==> src/rtl/button_conditioner_pkg.sv <==
// Shared constants for the front-panel input conditioner: channel indices,
// the default debounce window and the counter width helper.
package button_conditioner_pkg;

    localparam int CH_RESET  = 0;
    localparam int CH_RECORD = 1;
    localparam int CH_PLAY   = 2;
    localparam int CH_CLIP_R = 3;
    localparam int CH_CLIP_P = 4;

    localparam int NUM_FRONT_PANEL_CH  = 5;
    localparam int DEBOUNCE_1MS_100MHZ = 100000;

    // Width that holds 0..cycles, so DEBOUNCE_CYCLES-1 always fits.
    function automatic int cnt_width(input int cycles);
        return (cycles < 1) ? 1 : $clog2(cycles + 1);
    endfunction

endpackage

==> src/rtl/button_channel.sv <==
// One conditioned input: synchroniser chain, debounce counter, committed level,
// registered rise/fall strobes and an optional toggle latch.
module button_channel
    import button_conditioner_pkg::*;
#(
    parameter int SYNC_STAGES     = 2,
    parameter int DEBOUNCE_CYCLES = DEBOUNCE_1MS_100MHZ,
    parameter bit TOGGLE_EN       = 1'b0
) (
    input  logic clock_i,
    input  logic Reset_async,
    input  logic btn_async_i,
    output logic level_o,
    output logic rise_o,
    output logic fall_o,
    output logic toggle_o
);

    localparam int CNT_W = cnt_width(DEBOUNCE_CYCLES);
    localparam logic [CNT_W-1:0] CNT_LAST = CNT_W'(DEBOUNCE_CYCLES - 1);

    logic [SYNC_STAGES-1:0] r_sync;
    logic [CNT_W-1:0]       r_cnt;
    logic                   r_level;
    logic                   r_rise;
    logic                   r_fall;
    logic                   r_toggle;

    logic w_sync;
    logic w_mismatch;
    logic w_commit;

    assign w_sync     = r_sync[SYNC_STAGES-1];
    assign w_mismatch = (w_sync != r_level);
    assign w_commit   = w_mismatch && (r_cnt == CNT_LAST);

    always_ff @(posedge clock_i or posedge Reset_async) begin
        if (Reset_async) begin
            r_sync <= '0;
        end else begin
            r_sync <= {r_sync[SYNC_STAGES-2:0], btn_async_i};
        end
    end

    // Any cycle of agreement restarts the window, so bounces never commit.
    always_ff @(posedge clock_i or posedge Reset_async) begin
        if (Reset_async) begin
            r_cnt <= '0;
        end else if (!w_mismatch || w_commit) begin
            r_cnt <= '0;
        end else begin
            r_cnt <= r_cnt + 1'b1;
        end
    end

    always_ff @(posedge clock_i or posedge Reset_async) begin
        if (Reset_async) begin
            r_level  <= 1'b0;
            r_rise   <= 1'b0;
            r_fall   <= 1'b0;
            r_toggle <= 1'b0;
        end else begin
            r_rise <= w_commit &  w_sync;
            r_fall <= w_commit & ~w_sync;
            if (w_commit) begin
                r_level <= w_sync;
            end
            if (TOGGLE_EN && w_commit && w_sync) begin
                r_toggle <= ~r_toggle;
            end
        end
    end

    assign level_o  = r_level;
    assign rise_o   = r_rise;
    assign fall_o   = r_fall;
    assign toggle_o = r_toggle;

endmodule

==> src/rtl/button_conditioner.sv <==
// Front-panel input conditioner: NUM_CH independent debounced channels feeding
// the recorder control FSM; every output comes straight from a flop.
module button_conditioner
    import button_conditioner_pkg::*;
#(
    parameter int                NUM_CH          = NUM_FRONT_PANEL_CH,
    parameter int                SYNC_STAGES     = 2,
    parameter int                DEBOUNCE_CYCLES = DEBOUNCE_1MS_100MHZ,
    parameter logic [NUM_CH-1:0] TOGGLE_MASK     = '0
) (
    input  logic              clock_i,
    input  logic              Reset_async,
    input  logic [NUM_CH-1:0] btn_async_i,
    output logic [NUM_CH-1:0] level_o,
    output logic [NUM_CH-1:0] rise_o,
    output logic [NUM_CH-1:0] fall_o,
    output logic [NUM_CH-1:0] toggle_o
);

    genvar gi;
    generate
        for (gi = 0; gi < NUM_CH; gi++) begin : g_ch
            button_channel #(
                .SYNC_STAGES     (SYNC_STAGES),
                .DEBOUNCE_CYCLES (DEBOUNCE_CYCLES),
                .TOGGLE_EN       (TOGGLE_MASK[gi])
            ) u_channel (
                .clock_i     (clock_i),
                .Reset_async (Reset_async),
                .btn_async_i (btn_async_i[gi]),
                .level_o     (level_o[gi]),
                .rise_o      (rise_o[gi]),
                .fall_o      (fall_o[gi]),
                .toggle_o    (toggle_o[gi])
            );
        end
    endgenerate

endmodule

==> config.mk <==
export PLATFORM = sky130hd
export DESIGN_NAME = button_conditioner
export DESIGN_NICKNAME = d
export VERILOG_FILES = /design/src/rtl/button_conditioner_pkg.sv /design/src/rtl/button_channel.sv /design/src/rtl/button_conditioner.sv
export SDC_FILE = /design/constraint.sdc
export NUM_CORES = 1
export LEC_CHECK = 0
export CAP_MARGIN = 20
export CORE_ASPECT_RATIO = 0.6
export CORE_MARGIN = 8
export CORE_UTILIZATION = 54
export DETAILED_ROUTE_END_ITERATION = 16
export PLACE_DENSITY = 0.81
export SYNTH_ARGS = -nofsm -noshare
export SYNTH_HDL_FRONTEND = slang
export SYNTH_SLANG_ARGS = --single-unit
==> constraint.sdc <==
create_clock -name clock_i -period 3.6 [get_ports clock_i]
set_clock_uncertainty 0.05 [all_clocks]
set_input_delay 0.72 -clock clock_i [delete_from_list [all_inputs] [get_ports clock_i]]
set_output_delay 0.72 -clock clock_i [all_outputs]
set_load 0.01 [all_outputs]
# Word level (Yosys, flattened, before mapping)
# Cells that the tools add are included.
[op_classes] n_reduce_logical=15 shift=0 mux=5 bitwise_logic=15 magnitude_cmp=0 n_eq_ne=10 div=0 n_mul=0 add_sub_neg=5
[op_table] operator="17-bit by 1-bit adder with 17-bit output (second input constant)" n=5
[op_table] operator="17-bit == test (second input constant)" n=5
[op_table] operator="17-bit 2-to-1 mux" n=5
[op_table] operator="1-bit bitwise AND" n=10
[op_table] operator="1-bit logical AND" n=5
[op_table] operator="1-bit logical NOT" n=5
[op_table] operator="1-bit logical OR" n=5
[op_table] operator="1-bit inequality test" n=5
[op_table] operator="1-bit inverter" n=5
[word_totals] out_inout_bits=20 romBits=0 wordCells=75 n_memories=0 latchBits=0 reg_bits=110 ram_bits=0

# Longest topological paths before layout
# Gate-level depths: netlist of run 1.
[depth] depth_word=4 mapped_depth=7 mapped_depth_nobuf=5

# Hierarchy
# A second synthesis of run 1 with hierarchy kept.
[unflattened] cells_unflattened=485 hier_area_um2=5561.6
[modules_own_cells] module="button_channel" n_inst=5 cells_per_inst=97 area_each_um2=1112.3 seq_area_each_um2=550.5

# Worst setup path before layout of run 1
# OpenSTA, ideal clock, no wires.
[synth_path] path_kind="register to register" startpoint="register g_ch[0].u_channel.r_cnt[12]" endpoint="register g_ch[0].u_channel.r_level" setup_ns=0.125 arrival_time_ns=2.094 slack_ns=1.331 path_stages_with_launch=5 t_required_ns=3.425 cell_sequence="dfrtp_1 or4_1 or3_4 or4_4 mux2_4"
[synth_between] elab_chain_len=2
[synth_lines] item="from (decl)" line_no="button_channel.sv:23" text="logic [CNT_W-1:0] r_cnt;"
[synth_lines] item="from (signal assigned)" line_no="button_channel.sv:52" text="r_cnt <= r_cnt + 1'b1;"
[synth_lines] item="17-bit == test" line_no="button_channel.sv:35" text="assign w_commit = w_mismatch && (r_cnt == CNT_LAST);"
[synth_lines] item="1-bit logical AND" line_no="button_channel.sv:35"
[synth_lines] item="to (signal assigned)" line_no="button_channel.sv:66" text="r_level <= w_sync;"
[synth_lines] item="to (decl)" line_no="button_channel.sv:24" text="logic r_level;"
# No other way between the ends.
# A chain may end at the register's enable or synchronous reset.

# Worst setup path after layout of run 1
[layout_path] startpoint="register g_ch[0].u_channel.r_cnt[5]" endpoint="register g_ch[0].u_channel.r_cnt[12]"
[layout_between] elab_chain_len=4 word_cells_on_any_way=5 classes_between="add/sub: 1; eq/ne: 1; mux: 1; reduce/logical: 2"
[layout_lines] item="branches (longest 3 deep; another with 17-bit by 1-bit adder with 17-bit output)"
[layout_lines] item="17-bit 2-to-1 mux (*)" line_no="button_channel.sv:49" text="end else if (!w_mismatch || w_commit) begin"
# Mark *: on every way between the ends.

==> results of run 1 <==
layout by cell type (no fill, tap or decap), types with 2 or more instances in the layout:
cell | synthesis | layout
nor4bb_1 | 4 | 4
and3_1 | 6 | 6
nand4b_1 | 2 | 2
nand4_1 | 33 | 33
nor4_1 | 12 | 12
nand3_1 | 29 | 29
nor2_1 | 80 | 80
and2_1 | 2 | 2
clkbuf_16 | 0 | 9
inv_1 | 5 | 4
nor3b_1 | 10 | 10
nor3_1 | 11 | 11
clkdlybuf4s50_1 | 0 | 21
clkinvlp_4 | 0 | 3
or4_1 | 4 | 4
xor2_1 | 39 | 39
nor4b_1 | 4 | 4
xnor2_1 | 34 | 34
ha_1 | 5 | 5
nand2_1 | 22 | 22
a21oi_1 | 7 | 7
and4_1 | 14 | 14
dfrtp_1 | 110 | 110
mux2_2 | 4 | 4
or3_1 | 7 | 7
o21ai_0 | 6 | 6
buf_4 | 20 | 2
conb_1 | 1 | 5
power breakdown:
part / switching [W] / internal [W]
sequential: 0.0000192 / 0.00125
combinational: 0.0000545 / 0.0000266
clock: 0.000419 / 0.000530
total: 0.000492 / 0.00181
flip-flops by register name (all words and copies together), names as in the netlist:
register                cells
g_ch.u_channel.rise_o       5
g_ch.u_channel.r_sync      10
g_ch.u_channel.fall_o       5
g_ch.u_channel.r_cnt       85
g_ch.u_channel.level_o      5
metrics by stage:
stage | power (W) | utilization | hold WS, ps
2_1_floorplan | 0.00135 | - | 281
3_3_place_gp | 0.00138 | 0.585 | 282
3_5_place_dp | 0.00138 | 0.585 | 287
4_1_cts | 0.00234 | 0.615 | 310
5_1_grt | 0.00240 | 0.615 | 317
6_report | 0.00230 | 0.615 | 307
layer usage:
layer / up-vias / wire, µm / track usage
li1: 1726 / - / -
met1: 1778 / 4620 / 0.219
met2: 100 / 4290 / 0.223
met3: 8 / 634 / 0.0543
met4: 0 / 64 / 0.0431
met5: - / 0 / 0
logic make-up after synthesis:
logic type	synth area share
flops	0.531
fa+ha+maj	0.0121
buf+inv	0.0424
compound gates	0.0215
mux	0.0116
xor+xnor	0.123
other cells	0.000723
simple gates	0.258
area by class of cell:
cell class	instances	area share
multi-input cells	350	0.392
well taps	130	0.0286
inverters	5	0.00396
clock inverters	4	0.00879
flip-flops and latches	110	0.484
clock buffers	10	0.0402
repair buffers	24	0.0431
final timing paths:
check | from | end | depth (start not counted)
setup / recovery | g_ch[0].u_channel.r_cnt[5]$_DFF_PP0_ | g_ch[0].u_channel.r_cnt[12]$_DFF_PP0_ | 4
hold / removal | g_ch[1].u_channel.r_sync[0]$_DFF_PP0_ | g_ch[1].u_channel.r_sync[1]$_DFF_PP0_ | 0
setup reg to reg | g_ch[0].u_channel.r_cnt[5]$_DFF_PP0_ | g_ch[0].u_channel.r_cnt[12]$_DFF_PP0_ | 4
hold reg to reg | g_ch[1].u_channel.r_sync[0]$_DFF_PP0_ | g_ch[1].u_channel.r_sync[1]$_DFF_PP0_ | 0
max in group asynchronous | Reset_async | g_ch[4].u_channel.r_cnt[0]$_DFF_PP0_ | 3
min in group asynchronous | Reset_async | g_ch[1].u_channel.r_cnt[12]$_DFF_PP0_ | 2
==> key figures, run 1 <==
Outcome
  – Status: complete, no violations

Synth
  – Yosys top cell area share: 0.531
  – Top cells by area, synth: dfrtp_1, xor2_1, nor2_1
  – Post-synth cell types: 37
  – Seq/Total Area, Yosys: 0.531
  – Syn Std Cell Area: 0.00519 mm²
  – Post-Syn Instances: 494
  – EDFF count, synth: 0
  – Most frequent cell after synthesis: dfrtp_1
  – Primary FF master, synth: dfrtp_1
  – Post-synth ARST share: 1.00
  – Cell type with the largest total area after synthesis: dfrtp_1
  – Syn_area_per_cell: 10.5 µm²
  – Yosys warnings: 5
  – Seq cells post-synth: 110
  – Synth cell count leaders: dfrtp_1, nor2_1, xor2_1

Pwr
  – PwrDens: 405 mW/mm²
  – P_leak: 2.34 nW
  – Worst-case vdd ir drop: 252 µV

Timing
  – Max-slew violations: 0
  – Period utilisation layout: 0.689
  – Final WS setup: 1120 ps
  – Setup TNS: 0 ps
  – Min Tclk post-route: 2480 ps
  – Max Freq: 0.403 GHz
  – Fin. Hold Viols: 0
  – Final Setup Violations: 0
  – Relative slew slack: 0.429
  – Worst Max-Slew Pin Slew: 854 ps
  – Unrepaired setup endpoints after global routing: false

Setup path
  – CP Launch Type: flip-flop
  – Setup crit end kind: flip-flop
  – Critical path class: reg -> reg
  – Critical path cell sequence: or4_1 -> or3_4 -> o41ai_4 -> nor2_1
  – Reg2reg setup slack: 1120 ps
  – Crit path max-delay family: simple AND/OR/NAND/NOR gates
  – CP Buf/Inv Count: 0
  – Worst Path Max Fanout: 16
  – Critical Path RT: 3750 ps
  – Crit-path slowest cell: o41ai_4
  – Slowest Stage Delay on Critical Path: 770 ps
  – WP data arrival: 2630 ps

Clock tree
  – Post-CTS Setup Repair Bufs: 0
  – H-tree levels: 3
  – Bufs on Longest Clock Path: 2
  – Clk_lat worst skew: 350 ps
  – Post-CTS sizing: 0
  – Worst-path clk slew: 70 ps
  – Num CTS Buffers: 9
  – CTS Hold Bufs: 0
  – Sink Count: 110
  – Root Buffer: clkbuf_16
  – TritonCTS clock tree: built

Floorplanning
  – Ports: 27
  – Die H: 91.9 µm
  – Die width: 143 µm
  – Site Rows: 27
  – Core Box Area: 0.00926 mm²
  – Die area: 0.0131 mm²
  – Initial core utilization: 0.561

Routing
  – Wire length per cell: 15.2 µm
  – Overall routed net length: 9610 µm
  – Vias per cell: 5.71
  – Iter 0 DRT Violations: 323
  – Via count: 3,612
  – Post-route DRC: 0
  – DRT Pass-1 Iters: 5
  – Antenna Nets Post-Route: 0

Placement
  – DPL Wire Length: 6630 µm
  – Placed Instance Area: 0.00541 mm²
  – Place WS: 1120 ps
  – Routability cong.: 0.918
  – Placed Instances: 619
  – Port Buffers: 21

Finish
  – Fillers: 738
  – Storage cell area: 0.00275 mm²
  – Fraction of layout cells with a size suffix above 1: 0.0557
  – Nets: 512
  – Area of the multi-input gates: 0.00223 mm²
  – Diode count: 0
  – Growth of design area from synthesis to finish: 9.72%
  – Layout Cell Area excl Fill: 0.00569 mm²
  – Post-route insts no fill: 633

GRT
  – Largest net degree at the start of global routing: 43
  – First-pass GRT wire length: 16,600 µm
  – Initial antenna violation count: 0
  – GRT overflow: 0
  – Vias in the first global route: 3,442
  – Gr usage total: 0.156

Run
  – Max-cap violations: 0

Min path
  – HP Class: reg -> reg
No activity file was read; power rests on OpenSTA's default activity.
==> inputs of run 2 (changes only) <==
- CORE_UTILIZATION: 54 -> 60
- PLACE_DENSITY: 0.81 -> 0.85
- clock period: 3.6 -> 2.3 ns (I/O delays scaled with it)
==> run 2 against run 1 <==
Effect of this change: die area down 8.6%; sequential power up 57%; clock-buffer cell count up 1; worst setup slack worse by 1000 ps; non-clock buffer count up 10; combinational power up 65%; critical path depth unchanged; first-iteration DRC count down 18%; utilization up 7.0 points; total power up 62%.
==> key figures, run 2 (synthesized netlist as in run 1, its figures left out) <==
Outcome
  – Status: complete, no violations

Clock tree
  – TritonCTS clock tree: built
  – Clk_lat worst skew: 340 ps (about the same)
  – H-tree levels: 3 (unchanged)
  – Num CTS Buffers: 9 (unchanged)
  – Post-CTS Setup Repair Bufs: 0 (unchanged)
  – CTS Hold Bufs: 0 (unchanged)
  – Sink Count: 110 (unchanged)
  – Worst-path clk slew: 70 ps (about the same)
  – Post-CTS sizing: 0 (unchanged)
  – Bufs on Longest Clock Path: 2 (unchanged)
  – Root Buffer: clkbuf_16

Timing
  – Max-slew violations: 0 (unchanged)
  – Unrepaired setup endpoints after global routing: false
  – Max Freq: 0.448 GHz (+11%)
  – Worst Max-Slew Pin Slew: 628 ps (-226 ps)
  – Relative slew slack: 0.582 (+0.153)
  – Final hold slack: 303 ps (-3.34 ps)
  – Setup TNS: 0 ps (unchanged)
  – Fin. Hold Viols: 0 (unchanged)
  – Period utilisation layout: 0.970 (+0.280)
  – Final Setup Violations: 0 (unchanged)
  – Min Tclk post-route: 2230 ps (-251 ps)

Floorplanning
  – Initial core utilization: 0.613 (+0.0529)
  – Site Rows: 26 (-3.7%)
  – Ports: 27 (unchanged)
  – Die area: 0.0120 mm² (-8.6%)
  – Core Box Area: 0.00846 mm² (-8.6%)
  – Die H: 88.0 µm (-4.2%)
  – Die width: 136 µm (-4.6%)

Finish
  – Diode count: 0 (unchanged)
  – Largest register FFs: 85 (unchanged)
  – Largest Register: g_ch.u_channel.r_cnt
  – Post-route insts no fill: 627 (-0.95%)
  – Largest regs: g_ch.u_channel.r_cnt: 85 flops, g_ch.u_channel.r_sync: 10 flops
  – Growth of design area from synthesis to finish: 11.7%
  – Fraction of layout cells with a size suffix above 1: 0.0796 (+0.0239)
  – Commonest non-fill, non-tap cell in the layout: dfrtp_1
  – Nets: 522 (+2.0%)
  – Most frequent cells in the layout: dfrtp_1, nor2_1, xor2_1, xnor2_1, nand4_1
  – Final core occ: 0.686 (+0.0705)

Setup path
  – CP Launch Type: flip-flop
  – WP data arrival: 2410 ps (-220 ps)
  – Crit Reg-Reg Startpoint: g_ch[0].u_channel.r_cnt[12]$_DFF_PP0_
  – Worst Path Max Fanout: 4 (-12)
  – Setup crit end kind: flip-flop
  – Critical path class: reg -> reg
  – Critical Path RT: 2480 ps (-1270 ps)
  – Critical path origin: g_ch[0].u_channel.r_cnt[12]$_DFF_PP0_

Placement
  – DPL Wire Length: 6870 µm (+3.5%)
  – Routability cong.: 0.911 (-0.78%)
  – Placed Instances: 611 (-1.3%)
  – Port Buffers: 21 (unchanged)

Routing
  – Post-route DRC: 0 (unchanged)
  – Via count: 3,731 (+3.3%)
  – Antenna Nets Post-Route: 0 (unchanged)
  – Overall routed net length: 10,000 µm (+4.1%)
  – Wire length per cell: 15.9 µm (+5.1%)
  – Vias per cell: 5.95 (+4.3%)
  – Iter 0 DRT Violations: 266 (-18%)
  – DRT Pass-1 Iters: 5 (unchanged)

GRT
  – Largest net degree at the start of global routing: 60 (+40%)
  – Gr usage total: 0.182 (+0.0266)
  – GRT overflow: 0 (unchanged)
  – Vias in the first global route: 3,731 (+8.4%)
  – First-pass GRT wire length: 17,600 µm (+6.3%)
  – Initial antenna violation count: 0 (unchanged)

Pwr
  – PwrDens: 643 mW/mm² (+59%)
  – P_leak: 2.42 nW (+3.4%)
  – Total power: 0.00373 W (+62%)
  – Worst-case vdd ir drop: 450 µV (+78%)

Min path
  – Hold Crit Start: g_ch[3].u_channel.r_sync[0]$_DFF_PP0_
  – HP Class: reg -> reg

Run
  – Max-cap violations: 0 (unchanged)
==> run 2: cell count changes in the layout (fill, tap and decap cells not counted) <==
cell	change
buf_4	+9
clkbuf_8	+2
clkinv_4	+2
buf_12	+1
clkbuf_1	-1
clkinv_2	-1
clkinvlp_4	-1
inv_8	+1
==> run 2: cell type report <==
type / count / area [µm²]
inverters: 5 / 22.5
well taps: 112 / 140
repair buffers: 34 / 333
multi-input cells: 350 / 2230
clock buffers: 11 / 253
flip-flops and latches: 110 / 2750
fillers: 610 / 2660
clock inverters: 5 / 66.3
==> run 2: final timing paths <==
kind	endpoint	slack, ps	cells after the start
max	g_ch[0].u_channel.level_o$_DFFE_PP0P_	70	4
min	g_ch[3].u_channel.r_sync[1]$_DFF_PP0_	300	0
max reg2reg	g_ch[0].u_channel.level_o$_DFFE_PP0P_	70	4
min reg2reg	g_ch[3].u_channel.r_sync[1]$_DFF_PP0_	300	0
max in group asynchronous	g_ch[0].u_channel.r_cnt[2]$_DFF_PP0_	1130	3
min in group asynchronous	g_ch[4].u_channel.r_cnt[0]$_DFF_PP0_	500	3
==> run 2: metal layers <==
| layer | share of wire | GRT usage | up-vias |
|---|---|---|---|
| li1 | - | - | 1748 |
| met3 | 0.058 | 0.0561 | 11 |
| met4 | 0.0091 | 0.0525 | 0 |
| met1 | 0.46 | 0.239 | 1868 |
| met2 | 0.47 | 0.287 | 104 |
| met5 | 0 | 0 | - |
==> run 2: power by group <==
group          internal (W)  switching (W)
Combinational     0.0000473      0.0000867
Clock              0.000915       0.000687
Sequential          0.00196      0.0000310
Total               0.00293       0.000805
==> run 2: through the flow <==
step                setup slack [ps]  instance area [µm²]
finish                          69.9                 5800
global route                    6.06                 5800
CTS                             61.3                 5800
floorplan                       30.6                 5210
detailed placement              7.82                 5480
global placement                55.4                 5480
==> run 2: worst max-delay path, stage by stage, from the launching register on <==
cell,delay [ps]
dfrtp_1,370
or4_1,530
or3_4,400
or4_4,450
mux2_4,310
